File: src/rtl/divider_4bit_pkg.sv
// Shared types and constants for the 4-bit restoring divider.
// State encodings and the iteration count used by the control FSM.
package divider_4bit_pkg;

  typedef enum logic [1:0] {
    IDLE = 2'd0,
    RUN  = 2'd1,
    DONE = 2'd2
  } state_t;

  localparam int ITERS = 4;

endpackage

File: src/rtl/divider_4bit_subtractor.sv
// Ripple subtractor built from 1-bit full adders: a + ~b + ~bin.
// Borrow-out is the inverted final carry.
module full_adder_1bit (
  input  logic a,
  input  logic b,
  input  logic cin,
  output logic sum,
  output logic cout
);

  assign sum  = a ^ b ^ cin;
  assign cout = (a & b) | (cin & (a ^ b));

endmodule

module subtractor_4bit (
  input  logic [3:0] a,
  input  logic [3:0] b,
  input  logic       bin,
  output logic [3:0] diff,
  output logic       bout
);

  logic [4:0] c;

  assign c[0] = ~bin;

  for (genvar i = 0; i < 4; i++) begin : g_fa
    full_adder_1bit u_fa (
      .a   (a[i]),
      .b   (~b[i]),
      .cin (c[i]),
      .sum (diff[i]),
      .cout(c[i+1])
    );
  end

  assign bout = ~c[4];

endmodule

File: src/rtl/divider_4bit.sv
// Sequential 4-bit unsigned restoring divider with start/busy/done
// handshake; one quotient bit per RUN cycle.
module divider_4bit
  import divider_4bit_pkg::*;
#(
  parameter logic [3:0] DIV0_QUOTIENT = 4'b1111
) (
  input  logic       clk,
  input  logic       rst,
  input  logic       start,
  input  logic [3:0] dividend,
  input  logic [3:0] divisor,
  output logic       busy,
  output logic       done,
  output logic [3:0] quotient,
  output logic [3:0] remainder,
  output logic       div_by_zero
);

  state_t     state;
  state_t     state_nx;
  logic [3:0] q;
  logic [3:0] r;
  logic [3:0] d;
  logic [1:0] cnt;
  logic [4:0] p;
  logic [3:0] diff;
  logic       bout;
  logic       take;
  logic [3:0] q_nx;
  logic [3:0] r_nx;
  logic       accept;
  logic       div0;
  logic       last;

  assign p = {r, q[3]};

  subtractor_4bit u_sub (
    .a   (p[3:0]),
    .b   (d),
    .bin (1'b0),
    .diff(diff),
    .bout(bout)
  );

  // p[4] set means p >= 16 > d, so the subtraction always succeeds
  assign take   = p[4] | ~bout;
  assign q_nx   = {q[2:0], take};
  assign r_nx   = take ? diff : p[3:0];
  assign accept = (state == IDLE) && start;
  assign div0   = (divisor == 4'd0);
  assign last   = (cnt == 2'(ITERS - 1));

  assign busy = (state != IDLE);
  assign done = (state == DONE);

  always_ff @(posedge clk or posedge rst) begin
    if (rst) state <= IDLE;
    else     state <= state_nx;
  end

  always_comb begin
    state_nx = state;
    unique case (state)
      IDLE: begin
        if (start) state_nx = div0 ? DONE : RUN;
      end
      RUN: begin
        if (last) state_nx = DONE;
      end
      DONE: state_nx = IDLE;
      default: state_nx = IDLE;
    endcase
  end

  always_ff @(posedge clk or posedge rst) begin
    if (rst) begin
      q           <= '0;
      r           <= '0;
      d           <= '0;
      cnt         <= '0;
      quotient    <= '0;
      remainder   <= '0;
      div_by_zero <= 1'b0;
    end else if (accept) begin
      q   <= dividend;
      r   <= '0;
      d   <= divisor;
      cnt <= '0;
      if (div0) begin
        quotient    <= DIV0_QUOTIENT;
        remainder   <= dividend;
        div_by_zero <= 1'b1;
      end else begin
        quotient    <= '0;
        remainder   <= '0;
        div_by_zero <= 1'b0;
      end
    end else if (state == RUN) begin
      q   <= q_nx;
      r   <= r_nx;
      cnt <= cnt + 2'd1;
      if (last) begin
        quotient  <= q_nx;
        remainder <= r_nx;
      end
    end
  end

endmodule

File: config.mk
export PLATFORM = sky130hd
export DESIGN_NAME = divider_4bit
export DESIGN_NICKNAME = d
export VERILOG_FILES = /design/src/rtl/divider_4bit_pkg.sv /design/src/rtl/divider_4bit_subtractor.sv /design/src/rtl/divider_4bit.sv
export SDC_FILE = /design/constraint.sdc
export NUM_CORES = 1
export LEC_CHECK = 0
export ABC_AREA = 1
export BUFFER_PORTS_ARGS = -buffer_cell sky130_fd_sc_hd__buf_4
export CORE_UTILIZATION = 36
export CTS_CLUSTER_SIZE = 20
export DETAILED_ROUTE_END_ITERATION = 7
export GPL_ROUTABILITY_DRIVEN = 0
export GPL_TIMING_DRIVEN = 0
export HOLD_SLACK_MARGIN = 0.15
export PLACE_DENSITY_LB_ADDON = 0.1
export SLEW_MARGIN = 5
export SYNTH_ARGS = -nofsm -noshare
export SYNTH_HDL_FRONTEND = slang
export SYNTH_SLANG_ARGS = --single-unit
export TNS_END_PERCENT = 50
File: constraint.sdc
create_clock -name clk -period 3.2 [get_ports clk]
set_input_delay 0.64 -clock clk [delete_from_list [all_inputs] [get_ports clk]]
set_output_delay 0.64 -clock clk [all_outputs]
set_load 0.005 [all_outputs]
Word-level counts from Yosys, hierarchy flattened
Index checks and enable logic that the tools add are counted.

cells by class
  $add $sub $neg = 1
  multipliers = 0
  divide/modulo/power cells = 0
  magnitude comparators = 0
  equal/unequal tests = 5
  shift operators = 0
  mux-type cells = 20
  bitwise gates (word level) = 24
  reduce and logical (&&, ||, !) cells = 8

operators with widths
  kind                                                                    count
  4-bit 2-to-1 mux                                                        13
  2-bit 2-to-1 mux                                                        5
  1-bit bitwise AND                                                       7
  1-bit XOR                                                               7
  2-bit nonzero test                                                      3
  1-bit NOT                                                               5
  1-bit OR                                                                5
  2-bit equality test (second input constant)                             2
  4-bit zero test                                                         1
  2-bit inequality test (second input constant)                           2
  2-bit one-hot mux with 2 select lines                                   1
  2-bit AND reduction                                                     2
  2-bit by 1-bit adder with 2-bit output (second input constant)          1
  2-bit by 1-bit equality test with 1-bit output (second input constant)  1
  2-bit zero test                                                         1
  1-bit logical AND                                                       1
  1-bit 2-to-1 mux                                                        1

storage, ports and cells
  register bits = 25
  bits in latches = 0
  bits in writable memories = 0
  memory bits (read-only) = 0
  output and inout bits = 11
  memories = 0

Longest topological paths before layout
Gate-level depths: netlist of the first run.

  word-level depth = 14
  depth in mapped cells = 13
  gate-level depth less buffers = 13

By module
From an unflattened synthesis of the first run, not the netlist that was laid out.

unflattened totals
  cells, all modules = 158
  area, all modules = 1350.0 um^2

by module, submodules not included
  module           times used  cells an instance  area an instance (um^2)  seq. area each (um^2)
  divider_4bit     1           148                1247.4                   625.6
  full_adder_1bit  4           1                  20.0                     0.0
  subtractor_4bit  1           6                  22.5                     0.0

Least setup slack after synthesis of the first run
Ideal clock, no wire load.

  path type = reg2reg
  start point = reg d[0]
  end point = reg remainder[1]
  library setup time = 0.116 ns
  arrival = 2.022 ns
  data required time = 3.084 ns
  setup slack = 1.062 ns
  stages on the path, launching flop included = 13
  buffers on the path = 0
  period minus slack after synthesis = 2.138 ns
  path through = dfrtp_1 -> ha_1 -> inv_1 -> fa_1 -> inv_1 -> fa_1 -> fa_1 -> nand2_1 -> nand2_1 -> nand3_1 -> nand2_1 -> nand2_1 -> nand2_1

on the way
  cells in the longest elaborated chain, start to end = 14
  elaborated cells on any way between the ends = 16
  those cells by class = 4 x mux; 12 x bitwise

RTL lines
  what                                                   RTL line                       RTL
  start: declaration                                     divider_4bit.sv:24             logic [3:0] d;
  start signal: assignment                               divider_4bit.sv:88             d <= divisor;
  1-bit NOT *                                            divider_4bit_subtractor.sv:31  .b (~b[i]),
  1-bit bitwise AND / 1-bit XOR (equally long branches)  divider_4bit_subtractor.sv:12  assign cout = (a & b) | (cin & (a ^ b));
  1-bit OR *                                             divider_4bit_subtractor.sv:12
  1-bit bitwise AND                                      divider_4bit_subtractor.sv:12
  1-bit OR                                               divider_4bit_subtractor.sv:12
  1-bit bitwise AND                                      divider_4bit_subtractor.sv:12
  1-bit OR                                               divider_4bit_subtractor.sv:12
  1-bit bitwise AND                                      divider_4bit_subtractor.sv:12
  1-bit OR                                               divider_4bit_subtractor.sv:12
  1-bit OR                                               divider_4bit.sv:47             assign take = p[4] | ~bout;
  4-bit 2-to-1 mux *                                     divider_4bit.sv:49             assign r_nx = take ? diff : p[3:0];
  4-bit 2-to-1 mux *                                     divider_4bit.sv:103            if (last) begin
  4-bit 2-to-1 mux *                                     divider_4bit.sv:99             end else if (state == RUN) begin
  4-bit 2-to-1 mux *                                     divider_4bit.sv:85             end else if (accept) begin
  end signal: assignment                                 divider_4bit.sv:92             remainder <= dividend;
  end signal: assignment                                 divider_4bit.sv:105            remainder <= r_nx;
  end: declaration                                       divider_4bit.sv:16             output logic [3:0] remainder,

Mark *: on every way between the ends. The rest lies on a longest branch, timed or not. The select of a mux whose other input is x is not followed.
A chain may end at the register's enable or synchronous reset.

Final worst setup path of the first run
  start point = reg q[3]
  end point = reg remainder[0]

on the way
  cells in the longest elaborated chain, start to end = 13
  elaborated cells on any way between the ends = 15
  those cells by class = 4 x mux; 11 x bitwise

RTL lines
  what                                                   RTL line                                                      RTL
  start: declaration                                     divider_4bit.sv:22                                            logic [3:0] q;
  start signal: assignment                               divider_4bit.sv:86                                            q <= dividend;
  start signal: assignment                               divider_4bit.sv:100                                           q <= q_nx;
  1-bit bitwise AND / 1-bit XOR (equally long branches)  divider_4bit_subtractor.sv:12, divider_4bit_subtractor.sv:11
  1-bit OR                                               divider_4bit_subtractor.sv:12
  1-bit bitwise AND                                      divider_4bit_subtractor.sv:12
  1-bit OR                                               divider_4bit_subtractor.sv:12
  1-bit bitwise AND                                      divider_4bit_subtractor.sv:12
  1-bit OR                                               divider_4bit_subtractor.sv:12
  1-bit bitwise AND                                      divider_4bit_subtractor.sv:12
  1-bit OR                                               divider_4bit_subtractor.sv:12
  1-bit OR                                               divider_4bit.sv:47
  4-bit 2-to-1 mux *                                     divider_4bit.sv:49
  4-bit 2-to-1 mux *                                     divider_4bit.sv:103
  4-bit 2-to-1 mux *                                     divider_4bit.sv:99
  4-bit 2-to-1 mux *                                     divider_4bit.sv:85

Marked as above.

==> metrics, run 1 <==
status finished clean; multi-input logic area around 570 um2; CP Capture Type flop; FILL cells about 370; Total GRT Usage roughly 16%; final WL between 2 and 3 mm; vias in the first global route ~1100; synth cell count leaders 55 x nand2_1, 25 x dfrtp_1, 24 x inv_1; Post-DRT Antenna Nets 0; antenna violations before repair 0; Vias/cell 4.68; synthesis-to-layout area growth 18.3%; dominant cell type by area after synthesis dfrtp_1; Power Total ~0.0015 W; Worst Hold Path EP remainder[1]; Peak VDD IR between 0.3 and 0.4 mV; Root Driver clkbuf_4; post-synthesis xor/xnor area fraction 0%; PortBufs 21; Net Sw Frac around 44%; I/O pin cnt 22; top post-synthesis cells by area dfrtp_1 47%, nand2_1 16%, inv_1 6.8%; endpoints failing setup 0; Initial Util roughly two fifths; first-pass GRT wire length approximately 4.9 mm; largest family of logic cells by synthesized area simple AND/OR/NAND/NOR gates; hold crit path type reg2reg; Mean Syn Cell Area ~8.6 um2; Site Rows 21; top_reg_cell synth dfrtp_1; Skew-Pair Late Insertion Delay ~310 ps; Tcrit/Tclk final around 75%; worst setup margin a little under 800 ps; Worst Setup Start Kind flop; Vias between 1000 and 1500; CTS clk-pin slew, worst paths 130 ps; top-count cell post-synth nand2_1; synthesized area roughly 1300 um2; Worst R2R End remainder[0]; simple-gate portion of the synthesized area a little under a third; dpl cell area 1540 um2; register share of total power a little over a third; power density over the cells 991 nW/um2; antenna cell count 0; Residual DRC 0; first drt pass iteration count 4; Pint 0.000862 W; DP Worst Slack between 700 and 800 ps; CTS Sinks 25; worst path required time roughly 3400 ps; GR Overflow Total 0; post-CTS sizing 0; RR Startpoint q[3]; Design Area, Final between 1500 and 2000 um2; synthesized instance count ~150; arrival time at the worst endpoint roughly 2600 ps; worst hold start remainder[1]; critical-path maximum fanout 6; max-cap viol count 0; share of cells above drive strength 1 21.8%; Routed WL per cell between 10 and 15 um; clock buffer count from CTS 3; Synth Area in Adders approximately 6.4%; Reg2Reg Depth 13; Die H about 63 um; crit path time final 2410 ps; R2R Setup Slk between 700 and 800 ps; post-CTS setup buffer count 0; WS Path Type reg2reg; largest net degree at the start of global routing 26; Rel. slew slack a little under two fifths; mux cell area share after synthesis 0%; Compound-Gate Fraction of Synth Area 5.40%; hold-fix buffers at CTS 0; fmax slightly above 400 MHz; 1st-iter DRT viols 54; P_sw approximately 0.00069 W; Yosys reg bits 25; die area just under 4000 um2; htree depth 1; deepest clock path buffer count 2; combinational share of power about 55%; clock share of power around 9.1%; Core Footprint around 3400 um2; post-synthesis sequential area ratio a little under half; top-area cell type share of the netlist area between 40 and 50%; Final nets 196; Seq. cell area about 630 um2; actual slew at the worst max-slew pin 944 ps; clock skew around 2.7 ps; hold path depth 2; yosys warns 0; share of synthesized registers carrying an async set or reset 100%; CTS tree yes; Synth Net Count 170; die width around 63 um; DPL Wire Length around 2.0 mm; max-slew violation count 0; Setup TNS Final 0 ps; final hold vios 0; library cells used by synthesis 16; leakage power 0.864 nW; EDFF count, synth 0; RSZ-0062 raised after global routing no
-- metrics by stage --
stage	hold WS [ps]	util (%)	instances
3_5_place_dp	467	44.9	221
5_1_grt	528	45.7	225
4_1_cts	502	45.7	225
6_report	495	45.7	225
3_3_place_gp	459	44.9	221
2_1_floorplan	446	-	154
-- worst max-delay path, cell delays in order, from the launching register on --
cell and delay [ps]:
dfrtp_1 380, inv_1 80, ha_1 170, inv_1 60, fa_1 160, inv_1 50
fa_1 380, fa_1 460, nand2_1 230, nand2_1 80, nand3_1 100, nand2_1 70
nand2_1 60, nand2_1 50
-- per-layer routing --
metal / track usage, % / vias up / part of all wire [%]
met3: 2.37 / 2 / 3.1
met5: 0 / - / 0
met1: 20.4 / 511 / 46
met2: 27.3 / 19 / 50
li1: - / 522 / -
met4: 5.23 / 0 / 0.71
-- logic make-up after synthesis --
logic type | after synthesis
buf+inv | 27
compound gates | 11
simple gates | 86
flops | 25
fa+ha+maj | 5
-- placed cells by master, fill, tap and decap left out, drive strengths merged --
cell    netlist  layout
dfrtp        25      25
nand3b        5       5
fa            3       3
nand3        14      14
nand2        58      58
ha            2       2
inv          25      25
buf           2      23
o22ai         1       1
nor2          9       9
o21ai        10      10
clkbuf        0       4
-- worst max-delay path by stage --
stage,startpoint,endpoint,slack (ps)
finish,q[3],remainder[0],790
global route,q[3],remainder[2],560
CTS,q[3],remainder[2],780
detailed placement,q[3],remainder[2],790
global placement,q[3],remainder[2],840
floorplan,d[0],remainder[1],1060
-- power by group through the flow --
stage	combinational, W	sequential (W)	clock [W]
global placement	0.000837	0.000555	0
finish	0.000852	0.000555	0.000141
floorplan	0.000614	0.000546	0
detailed placement	0.000864	0.000563	0
global route	0.000986	0.000576	0.000165
CTS	0.000868	0.000556	0.000148
-- state kept, by name, summed over array words and instances, names as in the netlist --
register,count
d,4
q,4
quotient,4
r,4
remainder,4
cnt,2
state,2
div_by_zero,1
-- layout make-up --
| class | count | area share (%) |
|---|---|---|
| clock buffer | 4 | 1.68 |
| inverter | 25 | 6.01 |
| buffer | 2 | 1.92 |
| multi-input combinational | 102 | 36.5 |
| timing repair buffer | 21 | 10.1 |
| sequential | 25 | 40.1 |
| tap | 46 | 3.69 |
(Power assumes the default switching activity.)
==> run 2, diff against run 1 <==
Clock period 3.2 ns to 2.4 ns, I/O delays scaled along.
==> run 2 against run 1 <==
Clock power increased by 33%. Routed wire length increased by 0.90%. Power increased by 38%. Critical path depth unchanged. Critical endpoint is now remainder[2]. Highest routed layer unchanged. Via count increased by 1.3%. Worst setup slack got worse by 580 ps. Critical path type unchanged. Register-to-register slack got worse by 580 ps.
==> metrics, run 2 (same netlist as run 1, synthesis figures left out) <==
first drt pass iteration count 4; leakage power ~0.87 nW; Worst R2R End remainder[2]; Vias 1068; CP delay by family, top adder cells; most common cell after layout, fill and taps aside nand2_1; die area 3910 um2; Skew-Pair Late Insertion Delay between 300 and 400 ps; Vias/cell between 4 and 5; CTS tree yes; 1st-iter DRT viols 83; GR Overflow Total 0; CP Capture Type flop; CTS Sinks 25; PortBufs 21; DPL Wire Length slightly above 2 mm; Final nets 198; Top cell by count, worst path nand2_1; Placed Cells around 220; worst path required time 2620 ps; vias in the first global route 1065; clock share of power slightly below 9%; max-cap viol count 0; arrival time at the worst endpoint 2410 ps; Worst path slowest cell fa_2; die width 62.6 um; Die H 62.6 um; Initial Util around two fifths; CP bufs+invs 3; Setup TNS Final 0 ps; worst setup margin approximately 210 ps; synthesis-to-layout area growth 20.4%; Non-Filler Instances ~230; Post-DRT Antenna Nets 0; Pint approximately 0.0012 W; share of cells above drive strength 1 approximately 24%; Reg2Reg Depth 13; htree depth 1; endpoints failing setup 0; RSZ-0062 raised after global routing no; most frequent cells in the layout 54 x nand2_1, 25 x dfrtp_1, 24 x inv_1; Util after Layout 46.5%; WP depth 13; fmax between 400 and 500 MHz; largest net degree at the start of global routing 26; actual slew at the worst max-slew pin between 900 and 1000 ps; max-slew violation count 0; deepest clock path buffer count 2; P_sw 0.000942 W; combinational share of power roughly 57%; Routed WL per cell approximately 12 um; crit path time final approximately 2200 ps; critical-path maximum fanout 6; WS Path Type reg2reg; Site Rows 21; Peak VDD IR between 0.4 and 0.5 mV; Net Sw Frac a little over two fifths; Residual DRC 0; DP Worst Slack -12.0 ps; CP peak stage delay around 420 ps; clock skew between 1.5 and 2 ps; CP Cell Sequence inv_1 -> ha_1 -> inv_1 -> fa_1 -> inv_1 -> fa_2 -> fa_2 -> nand2_4 -> nand2_1 -> nand3_1 -> nand2_1 -> nand2_1 -> nand2_1; antenna cell count 0; CTS clk-pin slew, worst paths 130 ps; status finished clean; Worst Setup SP q[3]; Rel. slew slack between 30% and 40%; final WL between 2 and 3 mm; hold crit path type in2async; Tcrit/Tclk final 91.3%; Design Area, Final around 1600 um2; RR Startpoint q[3]; antenna violations before repair 0; Worst Setup Start Kind flop; I/O pin cnt 22; final hold vios 0; dpl cell area about 1500 um2; Core Footprint about 3400 um2; first-pass GRT wire length approximately 4.9 mm; R2R Setup Slk about 210 ps; clock buffer count from CTS 3; register share of total power between 30% and 40%; Root Driver clkbuf_4; Total GRT Usage 15.9%; power density over the cells roughly 1300 nW/um2; Critical Path Sink remainder[2]
[run 2: worst min path at each step]
stage | startpoint | to | slack [ps] | cells past startpoint
final | rst | d[1] | 360 | 2
after global routing | rst | div_by_zero | 420 | 2
after CTS | divisor[2] | d[2] | 410 | 3
after detailed placement | remainder[1] | remainder[1] | 470 | 2
after global placement | cnt[1] | cnt[1] | 460 | 2
after floorplan | cnt[1] | cnt[1] | 450 | 2
[run 2: layout make-up]
cell class	count	area, um2
well taps	46	57.6
clock buffers	4	26.3
repair buffers	23	173
fillers	366	1830
multi-input cells	102	583
flip-flops and latches	25	626
inverters	25	93.8
plain buffers	2	30.0
[run 2: timing repair]
item,4_1_cts,5_1_grt
buffers inserted,0,2
pin swaps,0,2
setup endpoints to repair,4,8
cloned,0,0
resized for setup,1,3
hold buffers,0,0
[run 2: through the flow]
| stage | power (W) | hold slack [ps] |
|---|---|---|
| finish | 0.00214 | 363 |
| global route | 0.00238 | 415 |
| CTS | 0.00210 | 412 |
| detailed placement | 0.00190 | 467 |
| global placement | 0.00186 | 459 |
| floorplan | 0.00155 | 446 |
[run 2: power groups by stage]
| stage | Clock (W) | Sequential [W] | Combinational (W) |
|---|---|---|---|
| 2_1_floorplan | 0 | 0.000728 | 0.000818 |
| 3_3_place_gp | 0 | 0.000740 | 0.00112 |
| 3_5_place_dp | 0 | 0.000750 | 0.00115 |
| 4_1_cts | 0.000197 | 0.000741 | 0.00117 |
| 5_1_grt | 0.000220 | 0.000770 | 0.00139 |
| 6_report | 0.000188 | 0.000741 | 0.00121 |
[run 2: worst register-to-register path, cell delays in order (launching register included)]
cell	delay, ps
dfrtp_1	380
inv_1	70
ha_1	170
inv_1	60
fa_1	160
inv_1	50
fa_2	340
fa_2	430
nand2_4	110
nand2_1	50
nand3_1	90
nand2_1	70
nand2_1	60
nand2_1	50
[run 2: routing by layer]
metal	vias up	track usage, %	share of wire, %
li1	524	-	-
met1	526	20.4	46
met2	16	27.3	50
met3	2	2.37	3.4
met4	0	5.23	0.71
met5	-	0	0
==> run 3, diff against run 2 <==
Settings changed: CORE_UTILIZATION 36 to 54, RECOVER_POWER set to 100.
==> run 3 against run 2 <==
Worst hold slack got worse by 31 ps. Die area fell by 32%. Combinational power fell by 9%. Largest power group unchanged. Non-clock buffer count fell by 2. Worst setup slack got worse by 63 ps. Via count barely moved. Critical path type unchanged. Largest cell class unchanged.
==> metrics, run 3 (same netlist as run 1, synthesis figures left out) <==
WS Path Type reg2reg; worst path required time roughly 2700 ps; crit path time final 2250 ps; most common cell after layout, fill and taps aside nand2_1; post-CTS setup buffer count 0; worst hold slack between 300 and 400 ps; final hold vios 0; Site Rows 17; clock skew 10.6 ps; FILL cells between 200 and 250; deepest clock path buffer count 2; htree depth 1; first drt pass iteration count 4; clock buffer count from CTS 3; CTS clk-pin slew, worst paths ~150 ps; arrival time at the worst endpoint roughly 2500 ps; hold crit path type in2async; share of cells above drive strength 1 19.0%; combinational share of power a little over half; GR Overflow Total 0; Core Footprint 2250 um2; Final nets 196; I/O pin cnt 22; RSZ-0062 raised after global routing no; DPL Wire Length between 1.5 and 2 mm; hold-fix buffers at CTS 0; fmax roughly 440 MHz; register share of total power 36.1%; CTS Sinks 25; CP Capture Type flop; Rel. slew slack between 30% and 40%; CP Cell Sequence inv_1 -> ha_1 -> inv_1 -> fa_1 -> inv_1 -> fa_1 -> fa_2 -> nand2_4 -> nand2_1 -> nand3_1 -> nand2_1 -> nand2_1 -> nand2_1; antenna cell count 0; vias in the first global route 1041; die area roughly 2600 um2; Worst Setup Start Kind flop; max-slew violation count 0; Root Driver clkbuf_4; antenna violations before repair 0; Initial Util 58.5%; multi-input logic area 548 um2; final WL roughly 2.6 mm; Tcrit/Tclk final a little over nine tenths; 1st-iter DRT viols 24; Worst path slowest cell fa_2; Routed WL per cell 12.5 um; P_sw just over 0.0009 W; Die H around 51 um; leakage power around 0.85 nW; Residual DRC 0; die width slightly above 50 um; most frequent cells in the layout 56 x nand2_1, 25 x inv_1, 25 x dfrtp_1; Seq. cell area about 630 um2; endpoints failing setup 0; Vias/cell approximately 5.2; largest net degree at the start of global routing 26; Pint approximately 0.0011 W; first-pass GRT wire length between 4 and 5 mm; status finished clean; Power Total 0.00203 W; Peak VDD IR about 0.9 mV; critical-path maximum fanout 6; Skew-Pair Late Insertion Delay 330 ps; clock share of power 9.9%; actual slew at the worst max-slew pin about 940 ps; power density over the cells ~1300 nW/um2; CTS tree yes; Setup TNS Final 0 ps; synthesis-to-layout area growth 14.1%; Post-DRT Antenna Nets 0; PortBufs 21; Vias roughly 1100; CP peak stage delay approximately 410 ps; Total GRT Usage 23.1%; Net Sw Frac 45.0%; max-cap viol count 0; Top cell by count, worst path nand2_1
[run 3: through the flow]
stage,instances,setup slack [ps],cell area [um2],util [%]
finish,207,146,1510,66.8
global route,207,8.64,1510,66.8
CTS,207,49.4,1540,68.4
detailed placement,203,27.1,1510,67.1
global placement,203,60.1,1510,67.1
floorplan,154,262,1320,-
[run 3: cell type report]
| cell class | count | share of cell area (%) |
|---|---|---|
| well taps | 28 | 2.33 |
| clock buffers | 3 | 1.50 |
| flip-flops and latches | 25 | 41.5 |
| repair buffers | 21 | 10.5 |
| plain buffers | 2 | 1.25 |
| multi-input cells | 102 | 36.4 |
| clock inverters | 1 | 0.332 |
| inverters | 25 | 6.23 |
[run 3: worst max-delay path: cells and delay by family, from the launching register on]
family	cells	cell delay, ps
flip-flops	1	380
adder cells (fa/ha/maj)	4	1120
buffers and inverters	3	190
AND/OR/NAND/NOR	6	470
[run 3: per-layer routing]
layer	vias up	wire length, um	track usage (%)
met5	-	0	0
met4	0	30	7.21
li1	525	-	-
met1	508	1130	27.5
met3	4	105	3.57
met2	32	1320	42.2
[run 3: worst paths after layout]
kind,from,endpoint,slack [ps],depth (start not counted)
worst max-delay path,q[3],remainder[2],150,13
worst min-delay path,rst,d[1],330,2
worst max register to register,q[3],remainder[2],150,13
worst min register to register,quotient[2],quotient[2],500,2
max in group asynchronous,rst,r[3],1480,2
min in group clk,divisor[1],d[1],400,3
[run 3: power by group through the flow]
| stage | clock (W) | sequential (W) | combinational, W |
|---|---|---|---|
| floorplan | 0 | 0.000728 | 0.000818 |
| global placement | 0 | 0.000738 | 0.00110 |
| detailed placement | 0 | 0.000747 | 0.00114 |
| CTS | 0.000201 | 0.000737 | 0.00116 |
| global route | 0.000214 | 0.000754 | 0.00126 |
| finish | 0.000201 | 0.000733 | 0.00110 |
[run 3: what timing repair did]
| item | CTS | global route |
|---|---|---|
| endpoints found under the setup margin | 1 | 7 |
| gates resized for setup | 1 | 2 |
| pin swaps | 0 | 0 |
